$ cat src/rtl/ps2_pkg.sv
// ---------------------------------------------------------------------------
// ps2_pkg
// Shared definitions for the PS/2 host-to-device transmitter:
//   - state encoding of the transmit FSM
//   - frame constants (data bits, fall index of the stop bit and of the ack)
//   - helper that turns a time in microseconds into a clock-cycle count
// ---------------------------------------------------------------------------
package ps2_pkg;

    // State encoding kept as plain constants so older code that compares
    // against raw 3-bit values keeps working.
    typedef logic [2:0] ps2_state_t;

    localparam ps2_state_t IDLE      = 3'd0;
    localparam ps2_state_t INHIBIT   = 3'd1;
    localparam ps2_state_t RTS       = 3'd2;
    localparam ps2_state_t SEND      = 3'd3;
    localparam ps2_state_t ACK       = 3'd4;
    localparam ps2_state_t WAIT_IDLE = 3'd5;

    // Frame layout as seen from the device clock: falls 1-8 carry data,
    // fall 9 parity, fall 10 the stop bit, fall 11 is the ack slot.
    localparam int unsigned DATA_BITS = 8;
    localparam int unsigned STOP_FALL = 10;
    localparam int unsigned ACK_FALL  = 11;

    // Integer MHz first, then scale: matches how the legacy core derived
    // its timing constants and keeps the product inside 32 bits.
    function automatic int unsigned us_to_cycles(input int unsigned clk_freq_hz,
                                                 input int unsigned us);
        return (clk_freq_hz / 1_000_000) * us;
    endfunction

endpackage

$ cat src/rtl/ps2_line_filter.sv
// ---------------------------------------------------------------------------
// ps2_line_filter
// Brings one raw PS/2 line into the m_clock domain and removes short
// glitches. A new level is accepted only after FILTER_LEN consecutive
// synchronized samples agree on it.
//   m_clock  in   system clock
//   p_reset  in   asynchronous active-high reset
//   raw      in   raw line level (open-drain bus, idles high)
//   filt     out  filtered level, resets to 1 (idle bus)
// Latency from raw to filt is 2 + FILTER_LEN clock edges.
// ---------------------------------------------------------------------------
module ps2_line_filter #(
    parameter int FILTER_LEN = 4
) (
    input  logic m_clock,
    input  logic p_reset,
    input  logic raw,
    output logic filt
);

    localparam int CW = (FILTER_LEN < 2) ? 1 : $clog2(FILTER_LEN);

    logic          sync1;
    logic          sync2;
    logic [CW-1:0] run_cnt;

    // NOTE: sequential state uses non-blocking assignments only, so every
    // flop samples the values from before the edge regardless of statement
    // order (sync2 <= sync1 must see the old sync1).
    always_ff @(posedge m_clock or posedge p_reset) begin
        if (p_reset) begin
            sync1   <= 1'b1;
            sync2   <= 1'b1;
            run_cnt <= '0;
            filt    <= 1'b1;
        end else begin
            sync1 <= raw;
            sync2 <= sync1;
            // run_cnt counts how long the synchronized level has disagreed
            // with the accepted one; any agreeing sample restarts the run.
            if (sync2 == filt) begin
                run_cnt <= '0;
            end else if (run_cnt == CW'(FILTER_LEN - 1)) begin
                filt    <= sync2;
                run_cnt <= '0;
            end else begin
                run_cnt <= run_cnt + 1'b1;
            end
        end
    end

endmodule

$ cat src/rtl/ps2_host_tx.sv
// ---------------------------------------------------------------------------
// ps2_host_tx
// Host-to-device PS/2 transmitter: inhibits the bus, requests to send, then
// shifts one byte (LSB first, odd parity, stop) out on device clock falls
// and checks the device acknowledge.
//   m_clock      in   system clock
//   p_reset      in   asynchronous active-high reset
//   tx_valid     in   byte request, accepted when tx_valid && tx_ready
//   tx_data      in   byte to send
//   tx_ready     out  high only in IDLE
//   busy         out  high outside IDLE; the receiver ignores the lines
//   ps2_clk_in   in   raw PS/2 clock line
//   ps2_dat_in   in   raw PS/2 data line
//   ps2_clk_oe   out  1 = pull clock line low
//   ps2_dat_oe   out  1 = pull data line low
//   done         out  one-cycle pulse at end of frame (acked or not)
//   err_noack    out  valid with done; 1 = device did not ack
//   err_timeout  out  one-cycle pulse when the frame times out (no done)
// ---------------------------------------------------------------------------
module ps2_host_tx
    import ps2_pkg::*;
#(
    parameter int unsigned CLK_FREQ_HZ = 50_000_000,
    parameter int unsigned INHIBIT_US  = 100,
    parameter int unsigned TIMEOUT_US  = 15000,
    parameter int unsigned FILTER_LEN  = 4
) (
    input  logic       m_clock,
    input  logic       p_reset,
    input  logic       tx_valid,
    input  logic [7:0] tx_data,
    output logic       tx_ready,
    output logic       busy,
    input  logic       ps2_clk_in,
    input  logic       ps2_dat_in,
    output logic       ps2_clk_oe,
    output logic       ps2_dat_oe,
    output logic       done,
    output logic       err_noack,
    output logic       err_timeout
);

    localparam int unsigned INHIBIT_CYC = us_to_cycles(CLK_FREQ_HZ, INHIBIT_US);
    localparam int unsigned TIMEOUT_CYC = us_to_cycles(CLK_FREQ_HZ, TIMEOUT_US);
    localparam int unsigned INH_W       = $clog2(INHIBIT_CYC + 1);
    localparam int unsigned TO_W        = $clog2(TIMEOUT_CYC + 1);

    ps2_state_t       state;
    logic [7:0]       shreg;
    logic             parity_bit;
    logic [3:0]       bit_cnt;
    logic [INH_W-1:0] inh_cnt;
    logic [TO_W-1:0]  to_cnt;
    logic             clk_oe_q;
    logic             dat_oe_q;
    logic             noack_q;

    logic             clk_f;
    logic             dat_f;
    logic             clk_f_d;
    logic             fall;
    logic             to_active;
    logic             timeout_hit;
    logic             line_idle;

    ps2_line_filter #(.FILTER_LEN(FILTER_LEN)) u_clk_filter (
        .m_clock (m_clock),
        .p_reset (p_reset),
        .raw     (ps2_clk_in),
        .filt    (clk_f)
    );

    ps2_line_filter #(.FILTER_LEN(FILTER_LEN)) u_dat_filter (
        .m_clock (m_clock),
        .p_reset (p_reset),
        .raw     (ps2_dat_in),
        .filt    (dat_f)
    );

    assign fall        = clk_f_d & ~clk_f;
    assign line_idle   = clk_f & dat_f;
    assign to_active   = (state == SEND) || (state == ACK) || (state == WAIT_IDLE);
    assign timeout_hit = to_active && (to_cnt == TO_W'(TIMEOUT_CYC));

    // Status outputs are decoded from state so that the done / timeout cycle
    // still shows busy and tx_ready comes back on the following cycle.
    assign tx_ready    = (state == IDLE);
    assign busy        = ~tx_ready;
    assign done        = (state == WAIT_IDLE) && line_idle && !timeout_hit;
    assign err_noack   = done & noack_q;
    assign err_timeout = timeout_hit;
    // Release both lines in the timeout cycle itself, not one cycle later.
    assign ps2_clk_oe  = clk_oe_q & ~timeout_hit;
    assign ps2_dat_oe  = dat_oe_q & ~timeout_hit;

    // NOTE: every control flop, including the line drivers, sits on the
    // asynchronous reset so a reset mid-frame frees the bus without waiting
    // for a clock; the data shift register is reset too because it is tiny.
    always_ff @(posedge m_clock or posedge p_reset) begin
        if (p_reset) begin
            state      <= IDLE;
            shreg      <= '0;
            parity_bit <= 1'b0;
            bit_cnt    <= '0;
            inh_cnt    <= '0;
            to_cnt     <= '0;
            clk_oe_q   <= 1'b0;
            dat_oe_q   <= 1'b0;
            noack_q    <= 1'b0;
            clk_f_d    <= 1'b1;
        end else begin
            clk_f_d <= clk_f;

            if (timeout_hit) begin
                clk_oe_q <= 1'b0;
                dat_oe_q <= 1'b0;
                state    <= IDLE;
            end else begin
                case (state)
                    IDLE: begin
                        if (tx_valid) begin
                            shreg      <= tx_data;
                            parity_bit <= ~^tx_data;
                            noack_q    <= 1'b0;
                            inh_cnt    <= '0;
                            clk_oe_q   <= 1'b1;
                            dat_oe_q   <= 1'b0;
                            state      <= INHIBIT;
                        end
                    end

                    INHIBIT: begin
                        if (inh_cnt == INH_W'(INHIBIT_CYC - 1)) begin
                            dat_oe_q <= 1'b1;
                            state    <= RTS;
                        end else begin
                            inh_cnt <= inh_cnt + 1'b1;
                        end
                    end

                    // Data stays low: that is the start bit the device
                    // reads on its first clock.
                    RTS: begin
                        clk_oe_q <= 1'b0;
                        bit_cnt  <= '0;
                        to_cnt   <= '0;
                        state    <= SEND;
                    end

                    // bit_cnt holds the number of falls already seen.
                    SEND: begin
                        to_cnt <= to_cnt + 1'b1;
                        if (fall) begin
                            bit_cnt <= bit_cnt + 1'b1;
                            if (bit_cnt < 4'(DATA_BITS)) begin
                                dat_oe_q <= ~shreg[0];
                                shreg    <= shreg >> 1;
                            end else if (bit_cnt == 4'(DATA_BITS)) begin
                                dat_oe_q <= ~parity_bit;
                            end else begin
                                dat_oe_q <= 1'b0;
                                state    <= ACK;
                            end
                        end
                    end

                    ACK: begin
                        to_cnt <= to_cnt + 1'b1;
                        if (fall) begin
                            noack_q <= dat_f;
                            bit_cnt <= 4'(ACK_FALL);
                            state   <= WAIT_IDLE;
                        end
                    end

                    WAIT_IDLE: begin
                        to_cnt <= to_cnt + 1'b1;
                        if (line_idle) begin
                            state <= IDLE;
                        end
                    end

                    default: state <= IDLE;
                endcase
            end
        end
    end

endmodule

$ cat config.mk
export PLATFORM = sky130hd
export DESIGN_NAME = ps2_host_tx
export DESIGN_NICKNAME = d
export VERILOG_FILES = /design/src/rtl/ps2_pkg.sv /design/src/rtl/ps2_line_filter.sv /design/src/rtl/ps2_host_tx.sv
export SDC_FILE = /design/constraint.sdc
export NUM_CORES = 1
export LEC_CHECK = 0
export CELL_PAD_IN_SITES_DETAIL_PLACEMENT = 0
export CELL_PAD_IN_SITES_GLOBAL_PLACEMENT = 2
export CORE_MARGIN = 2
export CORE_UTILIZATION = 34
export CTS_CLUSTER_SIZE = 10
export DETAILED_ROUTE_END_ITERATION = 6
export PLACE_DENSITY = 0.78
export SETUP_SLACK_MARGIN = 0.05
export SLEW_MARGIN = 20
export SYNTH_ARGS = -nofsm -noshare
export SYNTH_HDL_FRONTEND = slang
export SYNTH_HIERARCHICAL = 1
export SYNTH_SLANG_ARGS = --single-unit
$ cat constraint.sdc
create_clock -name m_clock -period 2.3 [get_ports m_clock]
set_clock_uncertainty 0.2 [all_clocks]
set_input_delay 0.575 -clock m_clock [delete_from_list [all_inputs] [get_ports m_clock]]
set_output_delay 0.575 -clock m_clock [all_outputs]
set_load 0.005 [all_outputs]
# == Word level (Yosys, flattened, before mapping) ==
# Cells that the tools add are included.
# totals
output_inout_bits,7
reg_bits,63
wordCells,123
in_bits,13
# op_classes
n_eq_ne,24
bitwise,12
n_addsub,5
order_cmp,1
n_mux,36
n_reduce_logical,27
# op_table
cell,n
one-hot mux 20 bit (2 select lines),1
2-to-1 mux 13 bit,2
one-hot mux 13 bit (2 select lines),1
2-to-1 mux 3 bit,8
2-to-1 mux 8 bit,3
adder 20 x 1 -> 20 bit (second input constant),1
== test 20 bit (second input constant),1
!= test 3 bit (second input constant),6
one-hot mux 3 bit (6 select lines),1
one-hot mux 8 bit (2 select lines),1
AND reduction 4 bit,4
adder 13 x 1 -> 13 bit (second input constant),1
== test 13 bit (second input constant),1
one-hot mux 4 bit (3 select lines),1
2-to-1 mux 1 bit,9
2-to-1 mux 2 bit,4
2-to-1 mux 4 bit,2
!= test 2 bit (second input constant),4
AND reduction 2 bit,4
nonzero test 2 bit,4
XNOR reduction 8 bit,1
NOT 1 bit,7
AND reduction 7 bit,1
== test 3 x 2 -> 1 bit (second input constant),2
22 further kinds,35

# == Depth between registers and ports, before layout ==
# logic_depth
word_depth,7
ltp_mapped,8
depth_no_buf,8

# == Cells and area by module ==
# The synthesis kept the hierarchy.
# modules_own_cells
module,instances,seq_area_each_um2,cells_per_inst,area_per_inst_um2
ps2_host_tx,1,1327.5,342,3145.5
ps2_line_filter,2,128.9,11,181.4

# == Worst setup path after synthesis ==
# OpenSTA, ideal clock, no wires.
# synth_path
path_type,register to output
startpoint,register to_cnt[9]
endpoint,output ps2_clk_oe
required_time_ps,1525
setup_slack_ps,146
arrival_time_ps,1379
path_buffers,0
path_stages_with_launch,6
cell_sequence,dfrtp_1 -> nor4b_2 -> nand4_1 -> nor2_4 -> nand2_1 -> and2_1
# synth_via
elab_chain_cells,4
# synth_lines
element,line_no,text
start: declaration,ps2_host_tx.sv:53,logic [TO_W-1:0] to_cnt;
start signal: assignment,ps2_host_tx.sv:152,to_cnt <= to_cnt + 1'b1;
start signal: assignment,ps2_host_tx.sv:168,to_cnt <= to_cnt + 1'b1;
start signal: assignment,ps2_host_tx.sv:177,to_cnt <= to_cnt + 1'b1;
== test 20 bit,ps2_host_tx.sv:83,assign timeout_hit = to_active && (to_cnt == TO_W'(TIMEOUT_CYC));
logical AND 1 bit,ps2_host_tx.sv:83,
NOT 1 bit (no line),--,
bitwise AND 1 bit,ps2_host_tx.sv:93,assign ps2_clk_oe = clk_oe_q & ~timeout_hit;
end: declaration,ps2_host_tx.sv:36,"output logic ps2_clk_oe,"
# No other way between the ends.

# == Final worst setup path ==
# layout_path
startpoint,register to_cnt[10]
endpoint,output ps2_clk_oe
# The elaborated chain is that of the path after synthesis.

==> impl_metrics.tcl <==
set metrics [dict create \
    run_status "finished with violations" \
    violated_checks "setup timing" \
    initialDrtViolationCount 100 \
    cts.path.max_buffers 2 \
    route.vias.total 2933 \
    synth_cell_type_count 60 \
    total_power_mw 2.52 \
    post_cts_hold_buffer_count 0 \
    leakagePower_nw 2.04 \
    final_cell_mix "59 x buf_4, 56 x dfrtp_1, 44 x nand2_1, 28 x nor2_1, 17 x xnor2_1" \
    synthesis.area_sq_um 3510 \
    area.sequential_sq_um 1590 \
    synth.largest_area_cell "dfrtp_1" \
    hold_viol_final 0 \
    postSynthAreaPerCell_sq_um 9.64 \
    cts.sink_count 63 \
    synth.top_cells.by_area "dfrtp_1 40%, dfstp_2 5.2%, nand2_1 4.8%" \
    combPwrFrac_pct 13.5 \
    delay_of_the_slowest_cell_on_the_worst_path_ns 0.39 \
    tightest_slew_ns 0.463 \
    synth_edf_count 0 \
    number_of_nets_still_failing_antenna_checks_after_routing 0 \
    period_needed_ns 2.67 \
    period_share_pct 116 \
    path_max_fanout 3 \
    grt_use_total_pct 16.2 \
    crit_start "to_cnt[10]$_DFFE_PP0P_" \
    setup.worst_path.end_class "output pin" \
    min_path_type "reg2reg" \
    worst-endpoint-arrival_ns 1.89 \
    p_int_mw 1.85 \
    slew_violations 0 \
    post_synthesis_net_count 384 \
    drt_pre_antenna_iters 4 \
    clock_power_share_pct 34.9 \
    antenna_found_initial 0 \
    diodes 0 \
    finalNonFillerCells 589 \
    postSynthRegisterBits 63 \
    place.detailed.hpwl_um 5800 \
    global_route_wire_length_before_repair_um 14200 \
    post_route_cells_drive_above_1_share_pct 29.4 \
    finalSetupViolCount 7 \
    seqPwrFrac_pct 51.7 \
    seq_area_frac_synth_pct 45.2 \
    placedCellCount 557 \
    grt_overflow 0 \
    rr_endpoint "shreg[6]$_DFFE_PP0P_" \
    synthesis.instances 364 \
    worstSetupEndpoint "ps2_clk_oe" \
    most_common_library_cell_in_the_layout_ignoring_fill_and_taps "buf_4" \
    netSwitchingPower_uw 663 \
    multi_input_area_sq_um 1890 \
    die_h_um 106 \
    wl_per_cell_um 14.2 \
    async_flop_share_pct 100 \
    fin_util_pct 45.3 \
    ctsRootBufferMaster "clkbuf_8" \
    core_area_sq_um 10200 \
    critical-path-top-cell-by-count "buf_6" \
    maxClockFrequency_mhz 375 \
    die_area_sq_um 11100 \
    timing.critical_path.depth 7 \
    design.final.nets 468 \
    count_of_buffers_inserted_at_the_top_level_ports 19 \
    clock_latency_on_the_worst_skew_pair_ns 0.35 \
    via_count_of_the_first_global_routing_pass 2904 \
    fillers 1021 \
    setup_repair_after_global_routing_missed_its_margin "true" \
    cts_max_level 3 \
    cts_tree "done" \
    grt_start_max_net_pins 54 \
    critPathLaunchType "flip-flop" \
    wirelength_um 8380 \
    synthToLayoutAreaGrowth_pct 31.5 \
    remaining_drc_errors 0 \
    worstRegToRegCells 9 \
    req_time_crit_path_ns 1.52 \
    synthDominantCellAreaShare_pct 39.9 \
    finalWeightedCongestion 0.738 \
    max_slew_margin_pct 69.2 \
    cts-buffers-inserted 9 \
    critPathSlowestCell "dfrtp_1" \
    rr_startpoint "to_cnt[10]$_DFFE_PP0P_" \
    fp.dieW_um 106 \
    initial_util_pct 34.4 \
    clock_slew_at_the_register_clock_pins_of_the_worst_setup_and_hold_paths_ns 0.07 \
    design.portCount 20 \
    switching_share_pct 26.3 \
    vdd.ir_drop.worst_uv 560 \
    cp_top_family "simple AND/OR/NAND/NOR gates" \
    max_cap_violations 0 \
    finalWorstSetupSlack_ns -0.366 \
    fp-row-count 37 \
    worstPathBufferInverterCount 2 \
    vias_per_cell 4.98 \
    path_cells "nor4b_2 -> nand4_1 -> nor2_4 -> nand2_4 -> buf_6 -> and2_4 -> buf_6" \
    powerDensity_nw_per_um2 546 \
    ys_dominant_reg_cell "dfrtp_1" \
    r2r_slack_ns -0.01 \
    worstSetupPathType "reg2out" \
    ys.warnings.count 6 \
]
[power by group through the flow]
stage	Combinational (mW)	Clock (mW)	Sequential, mW
after global routing	0.391	0.964	1.31
after floorplan	0.216	0	1.32
after CTS	0.347	0.910	1.30
after detailed placement	0.343	0	1.32
after global placement	0.331	0	1.32
final	0.339	0.877	1.30
[metrics by stage]
stage / area, sq um / hold WS [ns] / setup TNS, ns / setup WS, ns
after floorplan: 3510 / 0.145 / 0 / 0.146
after global placement: 4210 / 0.146 / -2.21 / -0.267
after detailed placement: 4210 / 0.147 / -2.41 / -0.324
after CTS: 4490 / 0.157 / -1.66 / -0.387
after global routing: 4610 / 0.159 / -3.30 / -0.499
final: 4610 / 0.152 / -1.61 / -0.366
[Yosys cell counts, drive strengths merged (4+ instances only)]
master	instances
and3	10
or3	8
nor4	4
o31ai	4
xor2	6
nand3	14
buf	8
inv	12
clkbuf	6
nand2b	11
a21oi	8
nor2	30
nand2	45
nor2b	5
and2	8
dfrtp	56
o21ai	21
xnor2	17
nor3	10
ha	7
mux2	10
nand4	15
o211ai	6
dfstp	7
[worst register-to-register path, stage by stage, from the launching register on]
cell     delay (ns)
dfrtp_1        0.39
nor4b_2        0.32
nand4_1        0.21
nor2_4         0.19
buf_4          0.13
buf_4          0.10
buf_4          0.13
o21ai_4        0.07
buf_12         0.14
mux2_1         0.31
[logic make-up after synthesis]
group	share of synthesized area [%]
fa+ha+maj	2.50
xor+xnor	5.74
buf+inv	3.17
flops	45.2
simple gates	28.7
compound gates	10.6
mux	4.17
[state kept, by name, summed over array words and instances, names as in the netlist]
signal                flops
u_clk_filter/sync2        1
parity_bit                1
noack_q                   1
clk_oe_q                  1
state                     3
dat_oe_q                  1
to_cnt                   20
u_clk_filter/run_cnt      2
u_dat_filter/sync1        1
shreg                     8
inh_cnt                  13
clk_f_d                   1
bit_cnt                   4
u_clk_filter/sync1        1
u_dat_filter/filt         1
u_clk_filter/filt         1
u_dat_filter/run_cnt      2
u_dat_filter/sync2        1
[what timing repair did]
| item | in CTS | in global routing |
|---|---|---|
| buffers inserted | 11 | 5 |
| setup endpoints to repair | 7 | 19 |
| pin swaps | 9 | 9 |
| gates resized for setup | 41 | 20 |
[worst min-delay path by stage]
stage | from | to | cells after the start | slack, ns
after floorplan | p_reset | u_clk_filter/run_cnt[0]$_DFF_PP0_ | 1 | 0.15
after global placement | u_dat_filter/sync1$_DFF_PP1_ | u_dat_filter/sync2$_DFF_PP1_ | 0 | 0.15
after detailed placement | u_dat_filter/sync1$_DFF_PP1_ | u_dat_filter/sync2$_DFF_PP1_ | 0 | 0.15
after CTS | u_dat_filter/sync1$_DFF_PP1_ | u_dat_filter/sync2$_DFF_PP1_ | 0 | 0.16
after global routing | u_clk_filter/sync1$_DFF_PP1_ | u_clk_filter/sync2$_DFF_PP1_ | 0 | 0.16
final | u_clk_filter/sync1$_DFF_PP1_ | u_clk_filter/sync2$_DFF_PP1_ | 0 | 0.15
[metal layers]
metal | wire length (um) | GRT usage [%]
met5 | 0 | 0
met4 | 153 | 7.05
met3 | 147 | 2.60
met2 | 3950 | 25.1
met1 | 4140 | 22.2
[final cells by class]
type                       instances  share of cell area (%)
inverter                          12                    1.03
sequential                        63                    34.4
clock buffer                      16                    3.69
tap                              136                    3.69
timing repair buffer              87                    16.2
multi-input combinational        275                    41.0
No activity file was read; power rests on OpenSTA's default activity.
